[src/rtl/he_pkg.sv]
// Shared definitions for the modular-arithmetic streaming blocks.
package he_pkg;

    localparam int unsigned DEF_Q = 7681;
    localparam int unsigned DEF_N = 256;
    localparam int unsigned DEF_W = $clog2(DEF_Q);

    typedef enum logic [1:0] {
        WAIT_INV = 2'd0,
        STREAM   = 2'd1,
        DRAIN    = 2'd2
    } state_t;

    typedef logic [DEF_W-1:0] coeff_t;

endpackage

[src/rtl/mod_mult.sv]
// Two-stage modular multiplier: full-width product, then reduction mod Q.
// Both stages advance only when i_en is high.
module mod_mult
    import he_pkg::*;
#(
    parameter int unsigned Q = DEF_Q,
    parameter int unsigned W = DEF_W
) (
    input  logic         i_clk,
    input  logic         i_reset,
    input  logic         i_en,
    input  logic         i_load,
    input  logic [W-1:0] i_a,
    input  logic [W-1:0] i_b,
    output logic         o_valid,
    output logic [W-1:0] o_data
);

    localparam int unsigned PW = 2 * W;

    logic [PW-1:0] r_p1;
    logic          r_v1;
    logic [W-1:0]  r_data;
    logic          r_valid;

    // Stage 1: product kept at full 2W bits so unreduced inputs stay exact.
    always_ff @(posedge i_clk) begin
        if (i_reset) begin
            r_p1 <= '0;
            r_v1 <= 1'b0;
        end else if (i_en) begin
            if (i_load) begin
                r_p1 <= PW'(i_a) * PW'(i_b);
                r_v1 <= 1'b1;
            end else begin
                r_v1 <= 1'b0;
            end
        end
    end

    always_ff @(posedge i_clk) begin
        if (i_reset) begin
            r_data  <= '0;
            r_valid <= 1'b0;
        end else if (i_en) begin
            r_data  <= W'(r_p1 % PW'(Q));
            r_valid <= r_v1;
        end
    end

    assign o_valid = r_valid;
    assign o_data  = r_data;

endmodule

[src/rtl/inv_scale_stream.sv]
// Latches a modular inverse and scales a frame of N coefficients by it mod Q,
// with valid/ready on both sides and a done pulse per frame.
module inv_scale_stream
    import he_pkg::*;
#(
    parameter int unsigned Q  = DEF_Q,
    parameter int unsigned N  = DEF_N,
    parameter int unsigned W  = $clog2(Q),
    parameter int unsigned CW = $clog2(N + 1)
) (
    input  logic         i_clk,
    input  logic         i_reset,
    input  logic         i_inv_valid,
    input  logic [W-1:0] i_inv_in,
    output logic         o_inv_err,
    input  logic         i_in_valid,
    output logic         o_in_ready,
    input  logic [W-1:0] i_in_data,
    output logic         o_out_valid,
    input  logic         i_out_ready,
    output logic [W-1:0] o_out_data,
    output logic         o_busy,
    output logic         o_done
);

    localparam int unsigned WX = W + 1;

    state_t        r_state;
    state_t        w_state_nxt;
    logic [W-1:0]  r_inv;
    logic [CW-1:0] r_in_cnt;
    logic [CW-1:0] r_out_cnt;
    logic          r_busy;
    logic          r_done;
    logic          r_inv_err;

    logic          w_en;
    logic          w_accept;
    logic          w_out_hs;
    logic          w_inv_ok;
    logic          w_inv_take;
    logic          w_last_out;
    logic          w_busy_nxt;
    logic          w_done_nxt;
    logic          w_err_nxt;

    // Whole pipeline stalls only when the output register is full and not taken.
    assign w_en       = !o_out_valid || i_out_ready;
    assign o_in_ready = (r_state == STREAM) && w_en && (r_in_cnt != CW'(N));
    assign w_accept   = i_in_valid && o_in_ready;
    assign w_out_hs   = o_out_valid && i_out_ready;
    assign w_inv_ok   = (i_inv_in != '0) && (WX'(i_inv_in) < WX'(Q));
    assign w_last_out = w_out_hs && (r_out_cnt == CW'(N - 1));

    always_comb begin
        w_state_nxt = r_state;
        w_done_nxt  = 1'b0;
        w_err_nxt   = 1'b0;
        w_inv_take  = 1'b0;
        case (r_state)
            WAIT_INV: begin
                if (i_inv_valid) begin
                    if (w_inv_ok) begin
                        w_inv_take  = 1'b1;
                        w_state_nxt = STREAM;
                    end else begin
                        w_err_nxt = 1'b1;
                    end
                end
            end
            STREAM: begin
                if (r_in_cnt == CW'(N)) begin
                    w_state_nxt = DRAIN;
                end
            end
            DRAIN: begin
                if (w_last_out) begin
                    w_done_nxt  = 1'b1;
                    w_state_nxt = WAIT_INV;
                end
            end
            default: w_state_nxt = WAIT_INV;
        endcase
        w_busy_nxt = (w_state_nxt != WAIT_INV);
    end

    always_ff @(posedge i_clk) begin
        if (i_reset) begin
            r_state   <= WAIT_INV;
            r_busy    <= 1'b0;
            r_done    <= 1'b0;
            r_inv_err <= 1'b0;
        end else begin
            r_state   <= w_state_nxt;
            r_busy    <= w_busy_nxt;
            r_done    <= w_done_nxt;
            r_inv_err <= w_err_nxt;
        end
    end

    // Inverse latch and frame counters; both counters restart with each new inverse.
    always_ff @(posedge i_clk) begin
        if (i_reset) begin
            r_inv     <= '0;
            r_in_cnt  <= '0;
            r_out_cnt <= '0;
        end else if (w_inv_take) begin
            r_inv     <= i_inv_in;
            r_in_cnt  <= '0;
            r_out_cnt <= '0;
        end else begin
            if (w_accept) begin
                r_in_cnt <= r_in_cnt + CW'(1);
            end
            if (w_out_hs) begin
                r_out_cnt <= r_out_cnt + CW'(1);
            end
        end
    end

    mod_mult #(
        .Q(Q),
        .W(W)
    ) u_mod_mult (
        .i_clk   (i_clk),
        .i_reset (i_reset),
        .i_en    (w_en),
        .i_load  (w_accept),
        .i_a     (i_in_data),
        .i_b     (r_inv),
        .o_valid (o_out_valid),
        .o_data  (o_out_data)
    );

    assign o_busy    = r_busy;
    assign o_done    = r_done;
    assign o_inv_err = r_inv_err;

endmodule

[config.mk]
export PLATFORM = sky130hd
export DESIGN_NAME = inv_scale_stream
export DESIGN_NICKNAME = d
export VERILOG_FILES = /design/src/rtl/he_pkg.sv /design/src/rtl/mod_mult.sv /design/src/rtl/inv_scale_stream.sv
export SDC_FILE = /design/constraint.sdc
export NUM_CORES = 1
export LEC_CHECK = 0
export ABC_AREA = 0
export CAP_MARGIN = 20
export CORE_ASPECT_RATIO = 1.25
export CORE_MARGIN = 1.5
export CORE_UTILIZATION = 50
export CTS_BUF_LIST = sky130_fd_sc_hd__clkbuf_16
export DETAILED_ROUTE_END_ITERATION = 6
export PLACE_DENSITY = 0.66
export SETUP_SLACK_MARGIN = 0.5
export SLEW_MARGIN = 20
export SYNTH_ARGS = -nofsm -noshare
export SYNTH_HDL_FRONTEND = slang
export SYNTH_SLANG_ARGS = --single-unit
[constraint.sdc]
create_clock -name i_clk -period 26.2 [get_ports i_clk]
set_input_delay 7.86 -clock i_clk [delete_from_list [all_inputs] [get_ports i_clk]]
set_output_delay 7.86 -clock i_clk [all_outputs]
set_load 0.05 [all_outputs]
# Yosys cells after proc, flatten, opt, wreduce, memory -nomap -nowiden
# Cells that the tools add are included.
[totals]
ramBits = 0
word_cells = 50
latchBits = 0
memories = 0
mem_bits_ro = 0
reg_bits = 77
[classes]
bitwise_logic = 3
n_shift = 0
n_mul = 1
n_lt_le_gt_ge = 1
addsub = 2
div = 1
eq_ne = 5
n_mux = 11
n_reduce_logical = 15
[op_table]
columns = ["op", "n"]
rows = [
  ["$mod A26 B13 Y26 const B", 1],
  ["$mul A13 B13 Y26", 1],
  ["$add A9 B1 Y9 const B", 2],
  ["$lt A13 B13 Y1 const B", 1],
  ["$reduce_bool A13 Y1", 1],
  ["$eq A9 B8 Y1 const B", 1],
  ["$eq A9 B9 Y1 const B", 1],
  ["$ne A9 B9 Y1 const B", 1],
  ["$mux W2", 4],
  ["$logic_and A1 B1 Y1", 6],
  ["$mux W1", 6],
  ["$pmux W2 S3", 1],
  ["$reduce_or A2 Y1", 2],
  ["$not A1 Y1", 3],
  ["$reduce_or A3 Y1", 1],
  ["$eq A2 B1 Y1 const B", 1],
  ["$eq A2 B2 Y1 const B", 1],
  ["$logic_not A2 Y1", 1],
  ["$reduce_and A2 Y1", 1],
  ["$reduce_bool A2 Y1", 1],
  ["$logic_not A1 Y1", 1],
  ["$logic_or A1 B1 Y1", 1],
]

# Logic depth before layout (Yosys ltp)
# Gate-level depths: netlist of the first run.
[logic_depth]
word_depth = 6
depth_mapped = 57
depth_no_buf = 48

# Modules after synthesis
# A second synthesis of the first run with hierarchy kept.
[hier_totals]
hier_cells = 1953
area_unflattened_um2 = 14834.2
[modules_own_cells]
columns = ["mod", "area_each_um2", "cells_per_inst", "instances", "seq_area_each_um2"]
rows = [
  ["mod_mult", 13136.3, 1765, 1, 820.8],
  ["inv_scale_stream", 1697.9, 188, 1, 720.7],
]

# Least setup slack after synthesis of the first run
# OpenSTA, ideal clock, no wires.
[synth_timing]
kind = "input port to output port"
from = "input i_out_ready"
to = "output o_in_ready"
required_ns = 18.340
arrival_ns = 9.034
setup_slack_ns = 9.306
stages = 2
path_cell_list = "nor2b_1 nor3_1"
[synth_via]
elab_chain_len = 3
[synth_lines]
columns = ["element", "line", "text"]
rows = [
  ["start, declared", "inv_scale_stream.sv:20", "input logic i_out_ready,"],
  ["$logic_or A1 B1 Y1", "inv_scale_stream.sv:48", "assign w_en = !o_out_valid || i_out_ready;"],
  ["$logic_and A1 B1 Y1 (2 in series)", "inv_scale_stream.sv:49", "assign o_in_ready = (r_state == STREAM) && w_en && (r_in_cnt != CW'(N));"],
  ["end, declared", "inv_scale_stream.sv:17", "output logic o_in_ready,"],
]
# No other way between the ends.

# Final worst setup path of the first run
# Same ends and word-level chain as after synthesis.

==> results.sh, run 1 <==
export IMPL_cts_hold_buf=0
export IMPL_hold_viol=0
export IMPL_critical_path_arrival_ns=9.87
export IMPL_final_period_utilization_pct=67.7
export IMPL_grt_setup_unrepaired="no"
export IMPL_max_freq_ghz=0.0564
export IMPL_gp_congestion=0.905
export IMPL_status="completed"
export IMPL_avgViaCountPerCell=5.97
export IMPL_dp_cells=2297
export IMPL_skew_ns=0.00932
export IMPL_worst_ep_required_time_ns=18.34
export IMPL_preCtsSetupSlack_ns=8.48
export IMPL_powerDensity_nw_per_um2=92.6
export IMPL_cts_made_buffers=9
export IMPL_hpwl_um=30400
export IMPL_yosys_warnings=0
export IMPL_async_reset_ff_share_pct=0
export IMPL_die_h_um=197
export IMPL_synth_edf_count=0
export IMPL_n_antenna_cell=0
export IMPL_syn_area_per_cell_um2=7.77
export IMPL_max_stage_delay_ns=0.75
export IMPL_ios=49
export IMPL_start_util_pct=51.1
export IMPL_cts_buffer_depth=2
export IMPL_synth_seq_cells=77
export IMPL_grt_max_degree=60
export IMPL_synth_main_ff_cell="dfxtp_1"
export IMPL_fillers=2882
export IMPL_syn_num_nets=2174
export IMPL_routed_wl_um=38500
export IMPL_crit_path_cell_trace="clkdlybuf4s50_1 > nor2b_1 > nor3_1 > clkdlybuf4s50_1"
export IMPL_dieWidth_um=158
export IMPL_grt_overflow=0
export IMPL_setup_tns_ns=0
export IMPL_dr_first_iter_drc_count=780
export IMPL_htreeDepth=3
export IMPL_worst_slew_pin_slew_ns=1.01
export IMPL_antenna_found_initial=0
export IMPL_cts_sinks=77
export IMPL_instances_no_fill=2313
export IMPL_synth_seq_area_share_pct=10.2
export IMPL_max_cap_viol_count=0
export IMPL_ant_nets=0
export IMPL_setup_viol=0
export IMPL_worstSetupEndpointType="output pin"
export IMPL_vias=13800
export IMPL_drc_errors=0
export IMPL_root_buffer="clkbuf_16"
export IMPL_power_leakage_nw=6.76
export IMPL_clk_pin_slew_ns=0.06
export IMPL_holdWs_ns=0.450
export IMPL_ir_worst_vdd_mv=0.0688
export IMPL_clock_latency_ns=0.35
export IMPL_ys_types=135
export IMPL_drive_above_1_share_pct=7.04
export IMPL_synth_cells=1943
export IMPL_min_path_type="reg2reg"
export IMPL_die_area_um2=31300
export IMPL_finalNetCount=2143
export IMPL_area_delta_synth_final_pct=5.01
export IMPL_grt_pass1_wl_um=65400
export IMPL_port_buffers=48
export IMPL_timing_worst_setup_path_type="in2out"
export IMPL_drv_slew=0
export IMPL_routedWlPerCell_um=16.6
export IMPL_min_period_ns=17.73
export IMPL_cp_start_kind="input port"
export IMPL_slew_headroom_pct=32.4
export IMPL_cts_repair_resized=0
export IMPL_fin_total_pwr_mw=1.47
export IMPL_postCtsSetupRepairBufs=0
export IMPL_track_usage_pct=25.5
export IMPL_slowest_stage="clkdlybuf4s50_1"
export IMPL_first_pass_iters=5
export IMPL_syn_cell_area_um2=15100
export IMPL_first_global_vias=13500
export IMPL_path_max_fanout=12
export IMPL_ff2ff_setup_slack_ns=10.14
export IMPL_core_area_um2=29500
export IMPL_row_count=70
export IMPL_crit_top_cell="clkdlybuf4s50_1"
export IMPL_fin_ws_ns=8.47
export IMPL_tritoncts="yes"
Yosys cell counts, drive strengths merged (12+ instances only):
master  instances  area share [%]
nand2         273             6.8
inv           175             4.4
nor2          159             4.0
fa            121              16
a21oi         109             3.9
and2           86             3.6
ha             79             6.5
dfxtp          77              10
xnor2          70             4.3
o21ai          65             2.3
clkbuf         53             1.5
nand3          49             1.7
nor3           48             1.7
buf            40             1.9
mux2i          36             2.4
a211oi         26             1.4
nand4          26             1.3
xor2           26             1.6
a21o           24             1.2
nor4           24             1.7
a31oi          22            0.95
or3            22            0.91
o211ai         21             1.2
o21bai         20            0.99
or2            19            0.79
and3           17            0.75
o31ai          14            0.92
o211a          13            0.86
o21a           12            0.60
o22ai          12            0.54
worst paths after layout:
check / startpoint / end / depth (start not counted)
min: u_mod_mult.o_data[7] / u_mod_mult.o_data[7] / 2
max: i_out_ready / o_in_ready / 4
max reg2reg: u_mod_mult.r_p1[13] / u_mod_mult.o_data[6] / 46
min reg2reg: u_mod_mult.o_data[7] / u_mod_mult.o_data[7] / 2
per-stage QoR:
stage               area [µm²]  utilization (%)
floorplan                15100                -
global placement         15600             52.8
detailed placement       15600             52.8
CTS                      15900             53.7
global route             15900             53.7
finish                   15900             53.7
critical path, delay by kind of cell:
| family | cells | cell delay, ns |
|---|---|---|
| buffers and inverters | 2 | 1.18 |
| AND/OR/NAND/NOR | 2 | 0.83 |
layout make-up:
| type | count | area (µm²) | share of cell area, % |
|---|---|---|---|
| clock buffer | 9 | 225 | 1.42 |
| clock inverter | 7 | 51.3 | 0.324 |
| inverter | 175 | 657 | 4.14 |
| multi-input combinational | 1596 | 12400 | 78.0 |
| sequential | 77 | 1540 | 9.72 |
| tap | 396 | 495 | 3.13 |
| timing repair buffer | 53 | 513 | 3.24 |
cell families after synthesis:
logic type	Yosys count	synth area share (%)
DFF	77	10.2
muxes	47	3.31
AOI/OAI and AO/OA	459	23.1
and+or+nand+nor	790	26.8
xor gates and xnor gates	96	5.82
adders and majority gates	204	22.9
buffers and inverters	270	7.90
report_power, final:
part / switching (mW) / internal [mW]
clock network: 0.0527 / 0.0646
registers: 0.0189 / 0.132
logic: 0.747 / 0.454
total: 0.818 / 0.650
cell usage in the layout (no fill, tap or decap), types with 18 or more instances in the layout:
cell and count:
o21bai_1 20, nand4_1 24, or3_1 22, a21o_1 23, and2_1 84, o211ai_1 18
o21ai_0 45, fa_1 121, mux2i_1 34, dfxtp_1 77, ha_1 79, nand2_1 271
inv_1 176, nor3_1 45, nor2_1 156, a211oi_1 22, a31oi_1 21, xnor2_1 66
nand3_1 48, a21oi_1 103, xor2_1 25, clkdlybuf4s50_1 47
per-layer routing:
layer	track usage, %	vias up	share of wire [%]
li1	-	6765	-
met1	32.4	6709	45
met2	46.1	277	51
met3	1.93	54	2.8
met4	6.65	0	1.9
met5	0	-	0
flip-flops by register name, summed over array words and instances (netlist names):
signal / count
r_out_cnt: 9
r_state: 2
r_inv: 13
u_mod_mult.r_p1: 26
u_mod_mult.r_v1: 1
o_inv_err: 1
r_in_cnt: 9
o_busy: 1
u_mod_mult.o_valid: 1
o_done: 1
u_mod_mult.o_data: 13
No activity file was read; power rests on OpenSTA's default activity.
==> run 2: changes to the inputs <==
PLACE_DENSITY = 0.69   (was 0.66)
clock period = 16.25 ns   (was 26.2 ns; I/O delays follow)
==> run 2 against run 1 <==
  * Sequential power is 62% higher
  * Final area is 1.0% higher
  * Global-route usage is 0.77 points higher
  * Largest power group unchanged
==> results.sh, run 2 (synthesis results as in run 1) <==
export IMPL_status="completed"
export IMPL_htreeDepth=3
export IMPL_antenna_found_initial=0
export IMPL_core_area_um2=29500
export IMPL_clock_latency_ns=0.35
export IMPL_dp_cells=2298
export IMPL_hold_viol=0
export IMPL_finalNetCount=2146
export IMPL_hold_end="u_mod_mult.o_data[11]"
export IMPL_track_usage_pct=26.3
export IMPL_final_common_cell="nand2_1"
export IMPL_grt_max_degree=60
export IMPL_cts_sinks=77
export IMPL_reg2regPathDepth=44
export IMPL_instances_no_fill=2316
export IMPL_critical_path_arrival_ns=15.22
export IMPL_first_pass_iters=6
export IMPL_ant_nets=0
export IMPL_root_buffer="clkbuf_16"
export IMPL_dieWidth_um=158
export IMPL_hp_start="u_mod_mult.o_data[11]"
export IMPL_grt_setup_unrepaired="no"
export IMPL_ir_worst_vdd_mv=0.103
export IMPL_hpwl_um=31300
export IMPL_largest_register_ff_count=26
export IMPL_ff2ff_setup_slack_ns=1.29
export IMPL_grt_pass1_wl_um=67300
export IMPL_drv_slew=0
export IMPL_worst_ep_required_time_ns=16.51
export IMPL_cts_buffer_depth=2
export IMPL_drc_errors=0
export IMPL_max_freq_ghz=0.0668
export IMPL_dr_first_iter_drc_count=1021
export IMPL_setup_viol=0
export IMPL_path_max_fanout=16
export IMPL_die_h_um=197
export IMPL_placed_area_um2=15600
export IMPL_row_count=70
export IMPL_r2r_end="u_mod_mult.o_data[10]"
export IMPL_worstSetupEndpointType="register"
export IMPL_hold_path_depth=2
export IMPL_setup_tns_ns=0
export IMPL_ios=49
export IMPL_fin_area_um2=16000
export IMPL_skew_ns=0.00832
export IMPL_grt_overflow=0
export IMPL_slowest_stage="or4_1"
export IMPL_routedWlPerCell_um=17.3
export IMPL_powerDensity_nw_per_um2=152
export IMPL_cp_start_kind="register"
export IMPL_tritoncts="yes"
export IMPL_min_path_type="reg2reg"
export IMPL_timing_rr_start="u_mod_mult.r_p1[13]"
export IMPL_worst_slew_pin_slew_ns=0.850
export IMPL_clk_pin_slew_ns=0.06
export IMPL_area_delta_synth_final_pct=6.09
export IMPL_first_global_vias=13700
export IMPL_routed_wl_um=40100
export IMPL_port_buffers=48
export IMPL_preCtsSetupSlack_ns=0.702
export IMPL_final_period_utilization_pct=92.1
export IMPL_n_antenna_cell=0
export IMPL_cts_made_buffers=9
export IMPL_gp_congestion=0.943
export IMPL_min_period_ns=14.96
export IMPL_slew_headroom_pct=43.1
export IMPL_fin_ws_ns=1.29
export IMPL_max_cap_viol_count=0
export IMPL_max_stage_delay_ns=0.67
export IMPL_avgViaCountPerCell=6.05
export IMPL_drive_above_1_share_pct=8.13
export IMPL_timing_worst_setup_path_type="reg2reg"
export IMPL_final_cell_mix="271 x nand2_1, 175 x inv_1, 155 x nor2_1, 121 x fa_1, 100 x a21oi_1"
export IMPL_vias=14000
export IMPL_start_util_pct=51.1
export IMPL_power_leakage_nw=6.82
export IMPL_largest_register="u_mod_mult.r_p1"
export IMPL_die_area_um2=31300
## run 2: changes by cell type in the layout (fill, tap and decap cells not counted), sizes merged
cell,before,now
inv,178,180
buf,6,9
clkinv,3,1
## run 2: timing repair
| item | in CTS | in global routing |
|---|---|---|
| setup endpoints to repair | 0 | 13 |
| buffers inserted | 0 | 2 |
| hold buffers | 0 | 0 |
| gates resized for setup | 0 | 27 |
## run 2: power breakdown
group / internal (mW) / switching (mW)
Clock: 0.107 / 0.0909
Combinational: 0.744 / 1.24
Sequential: 0.212 / 0.0320
## run 2: final cells by class
class | count | area [µm²]
tap | 396 | 495
multi-input combinational | 1596 | 12500
timing repair buffer | 56 | 538
clock inverter | 7 | 65.1
sequential | 77 | 1540
clock buffer | 9 | 225
inverter | 175 | 657
fill | 2815 | 13500
## run 2: per-layer routing
metal	GRT usage [%]	vias to the layer above	part of all wire, %
met5	0	-	0
li1	-	6794	-
met2	47.3	383	51
met4	7.55	0	1.9
met3	1.67	57	3.5
met1	33.4	6789	44
## run 2: critical path: cells and delay by family (launching register included)
family | cells | cell delay, ns
AO/OA/AOI/OAI | 22 | 7.21
flip-flops | 1 | 0.44
XOR/XNOR | 3 | 0.53
AND/OR/NAND/NOR | 16 | 5.68
multiplexers | 3 | 0.98
## run 2: metrics by stage
step	hold WS, ns	utilization [%]	power (mW)
3_3_place_gp	0.439	52.8	2.16
6_report	0.454	54.3	2.43
5_1_grt	0.483	54.3	2.64
3_5_place_dp	0.450	52.8	2.16
2_1_floorplan	0.437	-	1.80
4_1_cts	0.458	53.8	2.38
## run 2: how the worst max path moves through the flow
stage	slack (ns)	endpoint	start
finish	1.29	u_mod_mult.o_data[10]	u_mod_mult.r_p1[13]
global route	0.54	u_mod_mult.o_data[10]	u_mod_mult.r_p1[22]
CTS	0.66	u_mod_mult.o_data[7]	u_mod_mult.r_p1[13]
detailed placement	0.70	u_mod_mult.o_data[7]	u_mod_mult.r_p1[13]
global placement	0.85	u_mod_mult.o_data[7]	u_mod_mult.r_p1[13]
floorplan	3.42	u_mod_mult.o_data[6]	u_mod_mult.r_p1[17]
==> run 3: changes to the inputs <==
PLACE_DENSITY = 0.66   (was 0.69)
clock period = 14.21 ns   (was 16.25 ns; I/O delays follow)
==> run 3 against run 2 <==
  * Sequential power up 14%
  * Clock power up 18%
  * Clock skew up 0.0050 ns
  * Total power up 32%
  * Register-to-register slack worse by 0.29 ns
  * First-iteration DRC count down 8.7%
  * Critical endpoint is now u_mod_mult.o_data[11]
==> results.sh, run 3 (synthesis results as in run 1) <==
export IMPL_tritoncts="yes"
export IMPL_cp_start_kind="register"
export IMPL_dieWidth_um=158
export IMPL_grt_pass1_wl_um=69900
export IMPL_skew_ns=0.0133
export IMPL_worstSetupEndpoint="u_mod_mult.o_data[11]"
export IMPL_largest_register_ff_count=26
export IMPL_r2r_end="u_mod_mult.o_data[11]"
export IMPL_core_area_um2=29500
export IMPL_largest_register="u_mod_mult.r_p1"
export IMPL_crit_top_cell="buf_4"
export IMPL_htreeDepth=3
export IMPL_status="completed"
export IMPL_drc_errors=0
export IMPL_die_area_um2=31300
export IMPL_worst_ep_required_time_ns=14.49
export IMPL_path_max_fanout=10
export IMPL_fin_total_pwr_mw=3.20
export IMPL_ant_nets=0
export IMPL_max_stage_delay_ns=0.59
export IMPL_avgViaCountPerCell=6.04
export IMPL_reg2regPathDepth=48
export IMPL_worst_slew_pin_slew_ns=0.886
export IMPL_dp_cells=2351
export IMPL_drv_slew=0
export IMPL_hold_viol=0
export IMPL_clk_pin_slew_ns=0.07
export IMPL_grt_overflow=0
export IMPL_setup_viol=0
export IMPL_critical_path_arrival_ns=13.49
export IMPL_port_buffers=48
export IMPL_dr_first_iter_drc_count=932
export IMPL_finalNetCount=2262
export IMPL_vias=14700
export IMPL_final_common_cell="nand2_1"
export IMPL_routed_wl_um=43300
export IMPL_fin_ws_ns=0.998
export IMPL_track_usage_pct=27.4
export IMPL_power_leakage_nw=7.55
export IMPL_ff2ff_setup_slack_ns=1.0
export IMPL_cts_made_buffers=9
export IMPL_min_path_type="reg2reg"
export IMPL_startpoint="u_mod_mult.r_p1[17]"
export IMPL_hpwl_um=32800
export IMPL_row_count=70
export IMPL_first_global_vias=14100
export IMPL_min_period_ns=13.21
export IMPL_gp_congestion=0.940
export IMPL_die_h_um=197
export IMPL_antenna_found_initial=0
export IMPL_post_route_util_pct=59.7
export IMPL_max_cap_viol_count=0
export IMPL_grt_max_degree=60
export IMPL_max_freq_ghz=0.0757
export IMPL_n_antenna_cell=0
export IMPL_hold_path_depth=2
export IMPL_cts_buffer_depth=2
export IMPL_drive_above_1_share_pct=17.7
export IMPL_clock_latency_ns=0.35
export IMPL_preCtsSetupSlack_ns=-0.276
export IMPL_cts_sinks=77
export IMPL_worstSetupEndpointType="register"
export IMPL_root_buffer="clkbuf_16"
export IMPL_routedWlPerCell_um=17.8
export IMPL_grt_setup_unrepaired="no"
export IMPL_area_delta_synth_final_pct=16.8
export IMPL_final_cell_mix="271 x nand2_1, 175 x inv_1, 151 x nor2_1, 121 x fa_1, 120 x buf_4"
export IMPL_powerDensity_nw_per_um2=182
export IMPL_slowest_stage="or4_4"
export IMPL_slew_headroom_pct=39.4
export IMPL_instances_no_fill=2432
export IMPL_start_util_pct=51.1
export IMPL_timing_worst_setup_path_type="reg2reg"
export IMPL_timing_rr_start="u_mod_mult.r_p1[17]"
export IMPL_ir_worst_vdd_mv=0.140
export IMPL_first_pass_iters=7
export IMPL_final_period_utilization_pct=93.0
export IMPL_ios=49
==> run 3: cell count changes in the layout (fill, tap and decap cells not counted), sizes merged <==
cell,previous run,this run
clkinvlp,1,2
buf,9,124
nand4,26,27
clkinv,1,2
inv,180,178
==> run 3: power breakdown <==
group	leakage [nW]	switching, mW	internal [mW]	total, mW
registers	0.633	0.0338	0.243	0.277
clock network	0.137	0.110	0.123	0.233
logic	6.78	1.58	1.12	2.69
total	7.55	1.72	1.48	3.20
==> run 3: how the worst min path moves through the flow <==
stage	start	to
3_3_place_gp	u_mod_mult.o_data[4]	u_mod_mult.o_data[4]
6_report	u_mod_mult.o_data[4]	u_mod_mult.o_data[4]
5_1_grt	u_mod_mult.o_data[0]	u_mod_mult.o_data[0]
3_5_place_dp	u_mod_mult.r_v1	u_mod_mult.r_v1
4_1_cts	u_mod_mult.r_v1	u_mod_mult.r_v1
2_1_floorplan	u_mod_mult.r_v1	u_mod_mult.r_v1
==> run 3: worst max-delay path, delay by kind of cell (launching register included) <==
kind	cells	cell delay [ns]
simple gates	11	3.72
flops	1	0.38
fa+ha+maj	1	0.36
mux	2	0.70
compound gates	25	6.56
buf+inv	5	0.91
xor+xnor	4	0.50
==> run 3: through the flow <==
| stage | setup TNS, ns | hold WS (ns) | area [µm²] |
|---|---|---|---|
| after global routing | 0 | 0.477 | 17600 |
| after global placement | -0.162 | 0.444 | 16000 |
| after floorplan | 0 | 0.437 | 15100 |
| final | 0 | 0.458 | 17600 |
| after CTS | 0 | 0.460 | 16500 |
| after detailed placement | -2.62 | 0.451 | 16000 |
==> run 3: cell type report <==
cell class                 count  area [µm²]
multi-input combinational   1597       13200
fill                        2701       11900
sequential                    77        1560
timing repair buffer         171        1430
inverter                     175         657
tap                          396         495
clock buffer                   9         225
clock inverter                 7        68.8
==> run 3: routing by layer <==
metal | part of all wire (%) | routed length, µm | GRT usage (%) | vias to the layer above
met4 | 3.0 | 1290 | 10.0 | 0
met5 | 0 | 0 | 0 | -
li1 | - | - | - | 7010
met3 | 3.4 | 1480 | 2.00 | 91
met1 | 42 | 18400 | 34.8 | 7203
met2 | 51 | 22100 | 48.4 | 393
==> run 3: what timing repair did <==
| item | 4_1_cts | 5_1_grt |
|---|---|---|
| hold buffers | 0 | 0 |
| cloned | 0 | 1 |
| buffers inserted | 8 | 56 |
| hold endpoints to repair | 0 | 0 |
| pin swaps | 7 | 52 |
| gates resized for setup | 37 | 130 |
| setup endpoints to repair | 13 | 13 |
